--- config.mk ---
export PLATFORM = sky130hd
export DESIGN_NAME = l2_pmem_adaptor_flat
export DESIGN_NICKNAME = d
export VERILOG_FILES = /design/src/rtl/l2_pmem_adaptor_pkg.sv /design/src/rtl/l2_pmem_adaptor_if.sv /design/src/rtl/l2_pmem_adaptor.sv /design/src/flat_wrapper.sv
export SDC_FILE = /design/constraint.sdc
export NUM_CORES = 1
export LEC_CHECK = 0
export BUFFER_PORTS_ARGS = -buffer_cell sky130_fd_sc_hd__buf_2
export CAP_MARGIN = 20
export CORE_AREA = 2 2 280 282
export CTS_BUF_LIST = sky130_fd_sc_hd__clkbuf_4 sky130_fd_sc_hd__clkbuf_8 sky130_fd_sc_hd__clkbuf_16
export DETAILED_ROUTE_END_ITERATION = 6
export DIE_AREA = 0 0 282 284
export HOLD_SLACK_MARGIN = 0.02
export SYNTH_ARGS = -nofsm -noshare
export SYNTH_HDL_FRONTEND = slang
export SYNTH_SLANG_ARGS = --single-unit
--- constraint.sdc ---
create_clock -name clk -period 5.2 [get_ports clk]
set_input_delay 0.52 -clock clk [delete_from_list [all_inputs] [get_ports clk]]
set_output_delay 0.52 -clock clk [all_outputs]
set_load 0.02 [all_outputs]
--- src/rtl/l2_pmem_adaptor_pkg.sv ---
// Shared cache constants and the adaptor state encoding.
package l2_pmem_adaptor_pkg;

    localparam int          BEAT_W     = 64;
    localparam int          BEATS      = 4;
    localparam int          LINE_W     = 256;
    // Clears the byte-within-line offset of a 256-bit (32-byte) line address.
    localparam logic [31:0] LINE_ALIGN = 32'hFFFF_FFE0;

    typedef enum logic [1:0] {
        IDLE     = 2'd0,
        RD_BURST = 2'd1,
        WR_BURST = 2'd2,
        DONE     = 2'd3
    } state_e;

endpackage

--- src/rtl/l2_pmem_adaptor_if.sv ---
// L2-side line port and memory-side beat port of the adaptor.
interface l2_pmem_adaptor_if
    import l2_pmem_adaptor_pkg::*;
#(
    parameter int BEAT_W = l2_pmem_adaptor_pkg::BEAT_W
);
    logic [31:0]       mem_address;
    logic              mem_read;
    logic              mem_write;
    logic [LINE_W-1:0] mem_wdata256;
    logic [LINE_W-1:0] mem_rdata256;
    logic              mem_resp;

    logic [31:0]       pmem_address;
    logic              pmem_read;
    logic              pmem_write;
    logic [BEAT_W-1:0] pmem_wdata;
    logic [BEAT_W-1:0] pmem_rdata;
    logic              pmem_resp;

    // Environment view: issues L2 requests and plays the memory.
    modport master (
        output mem_address, mem_read, mem_write, mem_wdata256,
        input  mem_rdata256, mem_resp,
        input  pmem_address, pmem_read, pmem_write, pmem_wdata,
        output pmem_rdata, pmem_resp
    );

    // Adaptor view.
    modport slave (
        input  mem_address, mem_read, mem_write, mem_wdata256,
        output mem_rdata256, mem_resp,
        output pmem_address, pmem_read, pmem_write, pmem_wdata,
        input  pmem_rdata, pmem_resp
    );
endinterface

--- src/rtl/l2_pmem_adaptor.sv ---
// Converts 256-bit L2 line fills/writebacks into BEATS-beat memory bursts.
module l2_pmem_adaptor
    import l2_pmem_adaptor_pkg::*;
#(
    parameter int BEAT_W = l2_pmem_adaptor_pkg::BEAT_W,
    parameter int BEATS  = l2_pmem_adaptor_pkg::BEATS
) (
    input  logic              clk,
    input  logic              rst,
    l2_pmem_adaptor_if.slave  bus
);
    localparam int CNT_W = (BEATS > 1) ? $clog2(BEATS) : 1;

    state_e            state_q, state_d;
    logic [CNT_W-1:0]  cnt_q, cnt_d;
    logic [31:0]       addr_q, addr_d;
    logic [LINE_W-1:0] wline_q, wline_d;
    logic [LINE_W-1:0] rline_q, rline_d;
    logic              last_beat;

    assign last_beat = (cnt_q == CNT_W'(BEATS - 1));

    // State, beat counter, latched address and both line buffers.
    always_ff @(posedge clk) begin
        if (rst) begin
            state_q <= IDLE;
            cnt_q   <= '0;
            addr_q  <= '0;
            wline_q <= '0;
            rline_q <= '0;
        end else begin
            state_q <= state_d;
            cnt_q   <= cnt_d;
            addr_q  <= addr_d;
            wline_q <= wline_d;
            rline_q <= rline_d;
        end
    end

    // Next-state: accept a request in IDLE (write wins), step beats on pmem_resp.
    always_comb begin
        state_d = state_q;
        cnt_d   = cnt_q;
        addr_d  = addr_q;
        wline_d = wline_q;
        rline_d = rline_q;
        unique case (state_q)
            IDLE: begin
                if (bus.mem_write) begin
                    addr_d  = bus.mem_address & LINE_ALIGN;
                    wline_d = bus.mem_wdata256;
                    cnt_d   = '0;
                    state_d = WR_BURST;
                end else if (bus.mem_read) begin
                    addr_d  = bus.mem_address & LINE_ALIGN;
                    cnt_d   = '0;
                    state_d = RD_BURST;
                end
            end
            RD_BURST: begin
                if (bus.pmem_resp) begin
                    rline_d[cnt_q*BEAT_W +: BEAT_W] = bus.pmem_rdata;
                    if (last_beat) begin
                        cnt_d   = '0;
                        state_d = DONE;
                    end else begin
                        cnt_d = cnt_q + CNT_W'(1);
                    end
                end
            end
            WR_BURST: begin
                if (bus.pmem_resp) begin
                    if (last_beat) begin
                        cnt_d   = '0;
                        state_d = DONE;
                    end else begin
                        cnt_d = cnt_q + CNT_W'(1);
                    end
                end
            end
            DONE: begin
                state_d = IDLE;
            end
            default: begin
                state_d = IDLE;
            end
        endcase
    end

    assign bus.pmem_read    = (state_q == RD_BURST);
    assign bus.pmem_write   = (state_q == WR_BURST);
    assign bus.mem_resp     = (state_q == DONE);
    assign bus.pmem_address = addr_q;
    assign bus.pmem_wdata   = wline_q[cnt_q*BEAT_W +: BEAT_W];
    assign bus.mem_rdata256 = rline_q;

endmodule

--- src/flat_wrapper.sv ---
// flat-port wrapper written by rule: the top's interface ports become plain ports
module l2_pmem_adaptor_flat import l2_pmem_adaptor_pkg::*;
#(
    parameter int BEAT_W = l2_pmem_adaptor_pkg::BEAT_W,
    parameter int BEATS  = l2_pmem_adaptor_pkg::BEATS
)
  (clk, rst, bus_mem_address, bus_mem_read, bus_mem_write, bus_mem_wdata256, bus_mem_rdata256, bus_mem_resp, bus_pmem_address, bus_pmem_read, bus_pmem_write, bus_pmem_wdata, bus_pmem_rdata, bus_pmem_resp);
  l2_pmem_adaptor_if #(.BEAT_W(BEAT_W)) bus_i ();
  input  logic clk;
  input  logic rst;
  input wire logic [$bits(bus_i.mem_address)-1:0] bus_mem_address;
  input wire logic [$bits(bus_i.mem_read)-1:0] bus_mem_read;
  input wire logic [$bits(bus_i.mem_write)-1:0] bus_mem_write;
  input wire logic [$bits(bus_i.mem_wdata256)-1:0] bus_mem_wdata256;
  output wire logic [$bits(bus_i.mem_rdata256)-1:0] bus_mem_rdata256;
  output wire logic [$bits(bus_i.mem_resp)-1:0] bus_mem_resp;
  output wire logic [$bits(bus_i.pmem_address)-1:0] bus_pmem_address;
  output wire logic [$bits(bus_i.pmem_read)-1:0] bus_pmem_read;
  output wire logic [$bits(bus_i.pmem_write)-1:0] bus_pmem_write;
  output wire logic [$bits(bus_i.pmem_wdata)-1:0] bus_pmem_wdata;
  input wire logic [$bits(bus_i.pmem_rdata)-1:0] bus_pmem_rdata;
  input wire logic [$bits(bus_i.pmem_resp)-1:0] bus_pmem_resp;
  assign bus_i.mem_address = bus_mem_address;
  assign bus_i.mem_read = bus_mem_read;
  assign bus_i.mem_write = bus_mem_write;
  assign bus_i.mem_wdata256 = bus_mem_wdata256;
  assign bus_mem_rdata256 = bus_i.mem_rdata256;
  assign bus_mem_resp = bus_i.mem_resp;
  assign bus_pmem_address = bus_i.pmem_address;
  assign bus_pmem_read = bus_i.pmem_read;
  assign bus_pmem_write = bus_i.pmem_write;
  assign bus_pmem_wdata = bus_i.pmem_wdata;
  assign bus_i.pmem_rdata = bus_pmem_rdata;
  assign bus_i.pmem_resp = bus_pmem_resp;
  l2_pmem_adaptor #(.BEAT_W(BEAT_W), .BEATS(BEATS)) u_core (.clk(clk), .rst(rst), .bus(bus_i));
endmodule
==> results of run 1 <==
## cells in the final DEF, fill, tap and decap left out, drive strengths merged, types with 2 or more instances in the layout
cell / count
clkbuf: 87
nor4: 3
clkinv: 13
a31oi: 2
a32o: 92
buf: 724
conb: 5
nand2b: 4
a21oi: 284
nand2: 635
o311ai: 2
nand3: 4
ha: 11
nor2: 3
dfxtp: 543
o21ai: 4
diode: 9
mux4: 64
bufinv: 7
o32ai: 64
inv: 71
a22o: 100
## kinds of logic (layout without fill, tap and decap cells)
group | Yosys count | after routing | synth area share
flip-flops | 543 | 543 | 0.545
AND/OR/NAND/NOR | 658 | 658 | 0.128
buffers and inverters | 260 | 902 | 0.0539
AO/OA/AOI/OAI | 553 | 553 | 0.194
other | 1 | 14 | 0.000188
multiplexers | 64 | 64 | 0.0722
adder cells (fa/ha/maj) | 11 | 11 | 0.00690
## cell usage after synthesis, types with 2 or more instances
master and n:
a32o_1 92, a31oi_1 2, o21ai_0 2, inv_1 68, o32ai_1 64, buf_1 20
clkbuf_1 107, o21ai_1 2, nor2_2 2, ha_1 11, a22o_1 100, buf_4 8
a21oi_1 284, nand2b_1 4, mux4_2 64, o311ai_0 2, nand2_1 635, dfxtp_1 543
nand3_1 4, buf_2 56
## worst min-delay path, stage by stage
cell     delay, ps
buf_2          100
nand2_1         40
a21oi_1         50
## per-stage QoR
stage	util	hold WS [ps]	cell area (sq um)
after floorplan	-	433	20000
after global placement	0.315	439	24300
after detailed placement	0.315	443	24300
after CTS	0.343	91.8	26400
after global routing	0.343	114	26400
final	0.343	144	26400
## registers in the layout (all words and copies together) (netlist names)
register                 cells
u_core.bus.pmem_address     27
u_core.bus.mem_rdata256    256
u_core.cnt_q                 2
u_core.wline_q             256
u_core.state_q               2
## metal layers
| layer | global-route usage | up-vias | part of all wire |
|---|---|---|---|
| met4 | 0.0487 | 30 | 0.024 |
| met2 | 0.284 | 591 | 0.48 |
| met5 | 0 | - | 0.0028 |
| met1 | 0.197 | 8366 | 0.40 |
| li1 | - | 8524 | - |
| met3 | 0.0608 | 130 | 0.092 |
## final timing paths
check / from / to / slack [ps] / depth (start not counted)
worst max-delay path: u_core.cnt_q[0]$_SDFFE_PP0P_ / bus_pmem_wdata[58] / 1590 / 3
worst min-delay path: bus_mem_wdata256[248] / u_core.wline_q[248]$_SDFFE_PP0P_ / 140 / 3
worst max register to register: u_core.cnt_q[0]$_SDFFE_PP0P_ / u_core.bus.mem_rdata256[245]$_SDFFE_PP0P_ / 1750 / 6
worst min register to register: u_core.wline_q[233]$_SDFFE_PP0P_ / u_core.wline_q[233]$_SDFFE_PP0P_ / 450 / 2
## final cells by class
type                            count  area, sq um
Tap cell                         1040         1300
Antenna cell                        9         22.5
Clock inverter                     22          300
Inverter                           69          260
Sequential cell                   543        10900
Multi-Input combinational cell   1291         8100
Fill cell                        8040        50600
Timing Repair Buffer              724         3730
Clock buffer                       87         1810
## power by group
part,total (mW),switching [mW],internal [mW]
clock network,4.51,1.75,2.76
logic,2.77,1.77,1.00
registers,4.95,0.322,4.63
==> reports/results.ini, run 1 <==
[clocking]
cts_root_buf=clkbuf_16
htree_num_levels=2
clkTransAtPathRegs_ps=60
ctsResizeCount=0
numClockSinks=543
cts_hold_buf=0
cts_made_buffers=61
post_cts_buffers=0
ctsLongestPathBuffers=3
tritoncts=yes
insertion_delay_ps=620

[global_routing]
antenna_found_initial=31
grt_pass1_vias=16800
track_usage=0.167
grt_start_max_net_pins=182
grt_pass1_wl_microns=104000
grt.overflow.total=0

[pwr]
p_per_area_nw_per_um2=463
irDropWorstVdd_mv=0.299
p_leak_nw=11.2
power.total_mw=12.2

[placement]
globalplace.congestion=0.813
detailed_place_hpwl_microns=48800
dpl.cell_count=3667
pre_cts_ws_ps=1590
io_buffers=701

[die]
fp-row-count=102
die_height_microns=284
dieArea_sq_um=80100
start_util=0.259
die_width_microns=282
ios=712
core-area_sq_um=77000

[synthesis]
synth_area_leader_cell=dfxtp_1
synth.yosys.seq_area_share=0.545
ys_ff_latch=543
avgSynthCellArea_sq_um=9.55
synthArstFlopShare=0
yosysTopAreaCellShare=0.545
synth_ff_type=dfxtp_1
syn_inst=2090
synth_area_sq_um=20000
synth_edf_count=0
synthTopCellsByArea=dfxtp_1 (54%), nand2_1 (12%), mux4_2 (7.2%)
ys_warn_count=0
yosysUniqueCellTypes=40

[worst_setup_path]
arrival_ps=3090
crit_type=flop to output port
cp_top_family=buffers and inverters
required_ps=4680
crit_buf_inv=2
crit_path_top_delay_cell=dfxtp_4
cp-start-kind=flop
endpoint_kind=output port
crit_path_max_incr_delay_ps=830
cp_max_fo=40
crit_chain=buf_4 -> mux4_2 -> buf_2

[sta]
finalClockSkew_ps=27.7
setup_viol=0
period_minus_slack_ps=3610
fin_tns_setup_ps=0
rsz0062_at_grt=false
fmax_mhz=277
fin_crit_sh=0.694
hold_viol=0
slew_headroom=0.295
final_max_slew_viol_count=0
layout_setup_ws_ps=1590
worst_pin_slew_ps=1060

[detailed_routing]
vias_per_cell=4.66
ant_nets=0
drtIter0Drc=935
wl_microns=70900
drc=0
first_pass_iters=5
vias=17600
avgRoutedWirePerCell_microns=18.7

[finish]
drive_gt1_frac=0.334
layout.cells.non_filler=3785
nets=3058
area_growth_pct=32.3

[run_status]
status=completed

[run]
maxCapViolCount=0

[hold_path]
hold_class=primary input to flop

Note: power is estimated with default switching activity, not from simulation.
==> run 2: changes to the inputs <==
- ABC_AREA: not set -> 1
- CORE_AREA: 2 2 280 282 -> 2 2 277 279
- DIE_AREA: 0 0 282 284 -> 0 0 279 281
- clock period: 5.2 -> 3.23 ns (I/O delays scaled with it)
==> run 2 against run 1 <==
Effect of this change: die area decreased by 2.1%; synthesized area increased by 7.3%; largest power group is now combinational logic; non-clock buffer count increased by 352; sequential power increased by 65%; critical path depth increased by 2; wire length increased by 19%; count of clock-buffer cells in the layout increased by 6; register-to-register slack got worse by 810 ps; final area increased by 17%; critical path type unchanged; sequential cell count unchanged.
==> reports/results.ini, run 2 <==
[run_status]
status=completed  ; unchanged

[sta]
fin_crit_sh=0.921
setup_viol=0  ; unchanged
worst_pin_slew_ps=922  ; was 1060 ps
rsz0062_at_grt=false  ; unchanged
period_minus_slack_ps=2970
whs_ps=49.4  ; was 144 ps
slew_headroom=0.385  ; was 0.295
final_max_slew_viol_count=0  ; unchanged
hold_viol=0  ; unchanged
finalClockSkew_ps=16.4  ; was 27.7 ps
layout_setup_ws_ps=255  ; was 1590 ps
fmax_mhz=336
fin_tns_setup_ps=0  ; unchanged

[global_routing]
antenna_found_initial=7  ; was 31
grt_pass1_vias=22200  ; was 16800
grt_start_max_net_pins=159  ; was 182
track_usage=0.204  ; was 0.167
grt_pass1_wl_microns=127000  ; was 104000 microns
grt.overflow.total=0  ; unchanged

[synthesis]
ys_warn_count=0  ; unchanged
syn_inst=2925  ; was 2090
synthArstFlopShare=0  ; unchanged
synth.yosys.seq_area_share=0.508  ; was 0.545
ys_ff_latch=543  ; unchanged
avgSynthCellArea_sq_um=7.32  ; was 9.55 sq um
synth_edf_count=0  ; unchanged
yosysUniqueCellTypes=25  ; was 40
synth_area_sq_um=21400  ; was 20000 sq um
yosysTopAreaCellShare=0.508  ; was 0.545
synth_ff_type=dfxtp_1  ; unchanged
synthTopCellsByArea=dfxtp_1 (51%), nor2_1 (13%), o21ai_0 (11%)  ; was dfxtp_1 (54%), nand2_1 (12%), mux4_2 (7.2%)
synth_area_leader_cell=dfxtp_1  ; unchanged
synthTopCellsByCount=nor2_1 (752), dfxtp_1 (543), o21ai_0 (450)  ; was nand2_1 (635), dfxtp_1 (543), a21oi_1 (284)
synth.most_common_cell=nor2_1  ; was nand2_1

[worst_setup_path]
arrival_ps=2650  ; was 3090 ps
endpoint_kind=output port  ; unchanged
cp-start-kind=flop  ; unchanged
cp_max_fo=130  ; was 40
required_ps=2910  ; was 4680 ps
crit_type=flop to output port  ; unchanged

[run]
maxCapViolCount=0  ; unchanged

[pwr]
power.total_mw=24.1  ; was 12.2 mW
p_per_area_nw_per_um2=776  ; was 463 nW/um^2
irDropWorstVdd_mv=0.621  ; was 0.299 mV
p_leak_nw=13.6  ; was 11.2 nW

[placement]
dpl_cell_area_sq_um=25600  ; was 24300 sq um
pre_cts_ws_ps=870  ; was 1590 ps
dpl.cell_count=4401  ; was 3667
io_buffers=701  ; unchanged
detailed_place_hpwl_microns=53200  ; was 48800 microns
globalplace.congestion=0.828  ; was 0.813

[die]
ios=712  ; unchanged
start_util=0.284  ; was 0.259
die_width_microns=279  ; was 282 microns
core-area_sq_um=75400  ; was 77000 sq um
dieArea_sq_um=78400  ; was 80100 sq um
die_height_microns=281  ; was 284 microns
fp-row-count=101  ; was 102

[clocking]
cts_made_buffers=61  ; unchanged
cts_hold_buf=336  ; was 0
cts_root_buf=clkbuf_16  ; unchanged
clkTransAtPathRegs_ps=60  ; about the same
ctsResizeCount=0  ; unchanged
ctsLongestPathBuffers=3  ; unchanged
post_cts_buffers=0  ; unchanged
tritoncts=yes  ; unchanged
numClockSinks=543  ; unchanged
htree_num_levels=2  ; unchanged
insertion_delay_ps=620  ; about the same

[detailed_routing]
avgRoutedWirePerCell_microns=17.3  ; was 18.7 microns
drc=0  ; unchanged
drtIter0Drc=1656  ; was 935
first_pass_iters=5  ; unchanged
ant_nets=0  ; unchanged
wl_microns=84100  ; was 70900 microns
vias_per_cell=4.77  ; was 4.66
vias=23100  ; was 17600

[finish]
layout_common_cells=nor2_1 (751), buf_2 (700), dfxtp_1 (541)  ; was buf_2 (700), nand2_1 (634), dfxtp_1 (541)
fin_area_sq_um=31000  ; was 26400 sq um
area_growth_pct=44.9  ; was 32.3%
postLayoutCoreUtil=0.411  ; was 0.343
layout.cells.non_filler=4854  ; was 3785
drive_gt1_frac=0.225  ; was 0.334
layout_commonest_cell=nor2_1  ; was buf_2
nets=4190  ; was 3058

[hold_path]
hold_class=primary input to flop  ; unchanged

==> run 2: changes by cell type in the layout (fill, tap and decap cells not counted), moves of 6 or more <==
| cell | change |
|---|---|
| nor2_1 | +750 |
| o21ai_0 | +448 |
| dlygate4sd3_1 | +336 |
| nand2_1 | -251 |
| nand3_1 | +105 |
| a22o_1 | -100 |
| a32o_1 | -92 |
| mux4_2 | -64 |
| o22ai_1 | +64 |
| o32ai_1 | -64 |
| a21oi_1 | -27 |
| nand4_1 | +23 |
| buf_12 | +16 |
| bufinv_16 | -6 |
==> run 2: cells by family after synthesis <==
family,share of synthesized area
adders and majority gates,0.00643
AOI/OAI and AO/OA,0.185
other,0.000175
and+or+nand+nor,0.235
DFF,0.508
buffers and inverters,0.0653
==> run 2: power by group <==
part	switching (mW)	internal, mW
logic	6.24	2.77
registers	0.485	7.68
clock network	2.85	4.03
total	9.58	14.5
==> run 2: per-layer routing <==
metal / track usage / vias to the layer above / share of wire
li1: - / 11400 / -
met1: 0.238 / 10800 / 0.41
met2: 0.357 / 841 / 0.48
met3: 0.0555 / 153 / 0.081
met4: 0.0704 / 6 / 0.032
met5: 0 / - / 0.00048
==> run 2: layout make-up <==
class	instances	area [sq um]
Antenna cell	5	12.5
Clock buffer	93	1850
Clock inverter	19	148
Fill cell	7719	44400
Inverter	72	289
Multi-Input combinational cell	2068	9180
Sequential cell	543	10900
Tap cell	978	1220
Timing Repair Buffer	1076	7430
==> run 2: final timing paths <==
kind,startpoint,to,slack (ps),cells after the start
worst min register to register,u_core.bus.mem_rdata256[43]$_SDFFE_PP0P_,u_core.bus.mem_rdata256[43]$_SDFFE_PP0P_,460,2
worst min-delay path,bus_mem_wdata256[85],u_core.wline_q[85]$_SDFFE_PP0P_,50,3
worst max register to register,u_core.cnt_q[0]$_SDFFE_PP0P_,u_core.bus.mem_rdata256[207]$_SDFFE_PP0P_,940,7
worst max-delay path,u_core.cnt_q[0]$_SDFFE_PP0P_,bus_pmem_wdata[2],260,5
==> run 2: critical path, cell delays in order, from the launching register on <==
cell and delay (ps):
dfxtp_4 360, inv_4 240, buf_12 400, o21ai_0 200, o22ai_1 390, buf_2 260
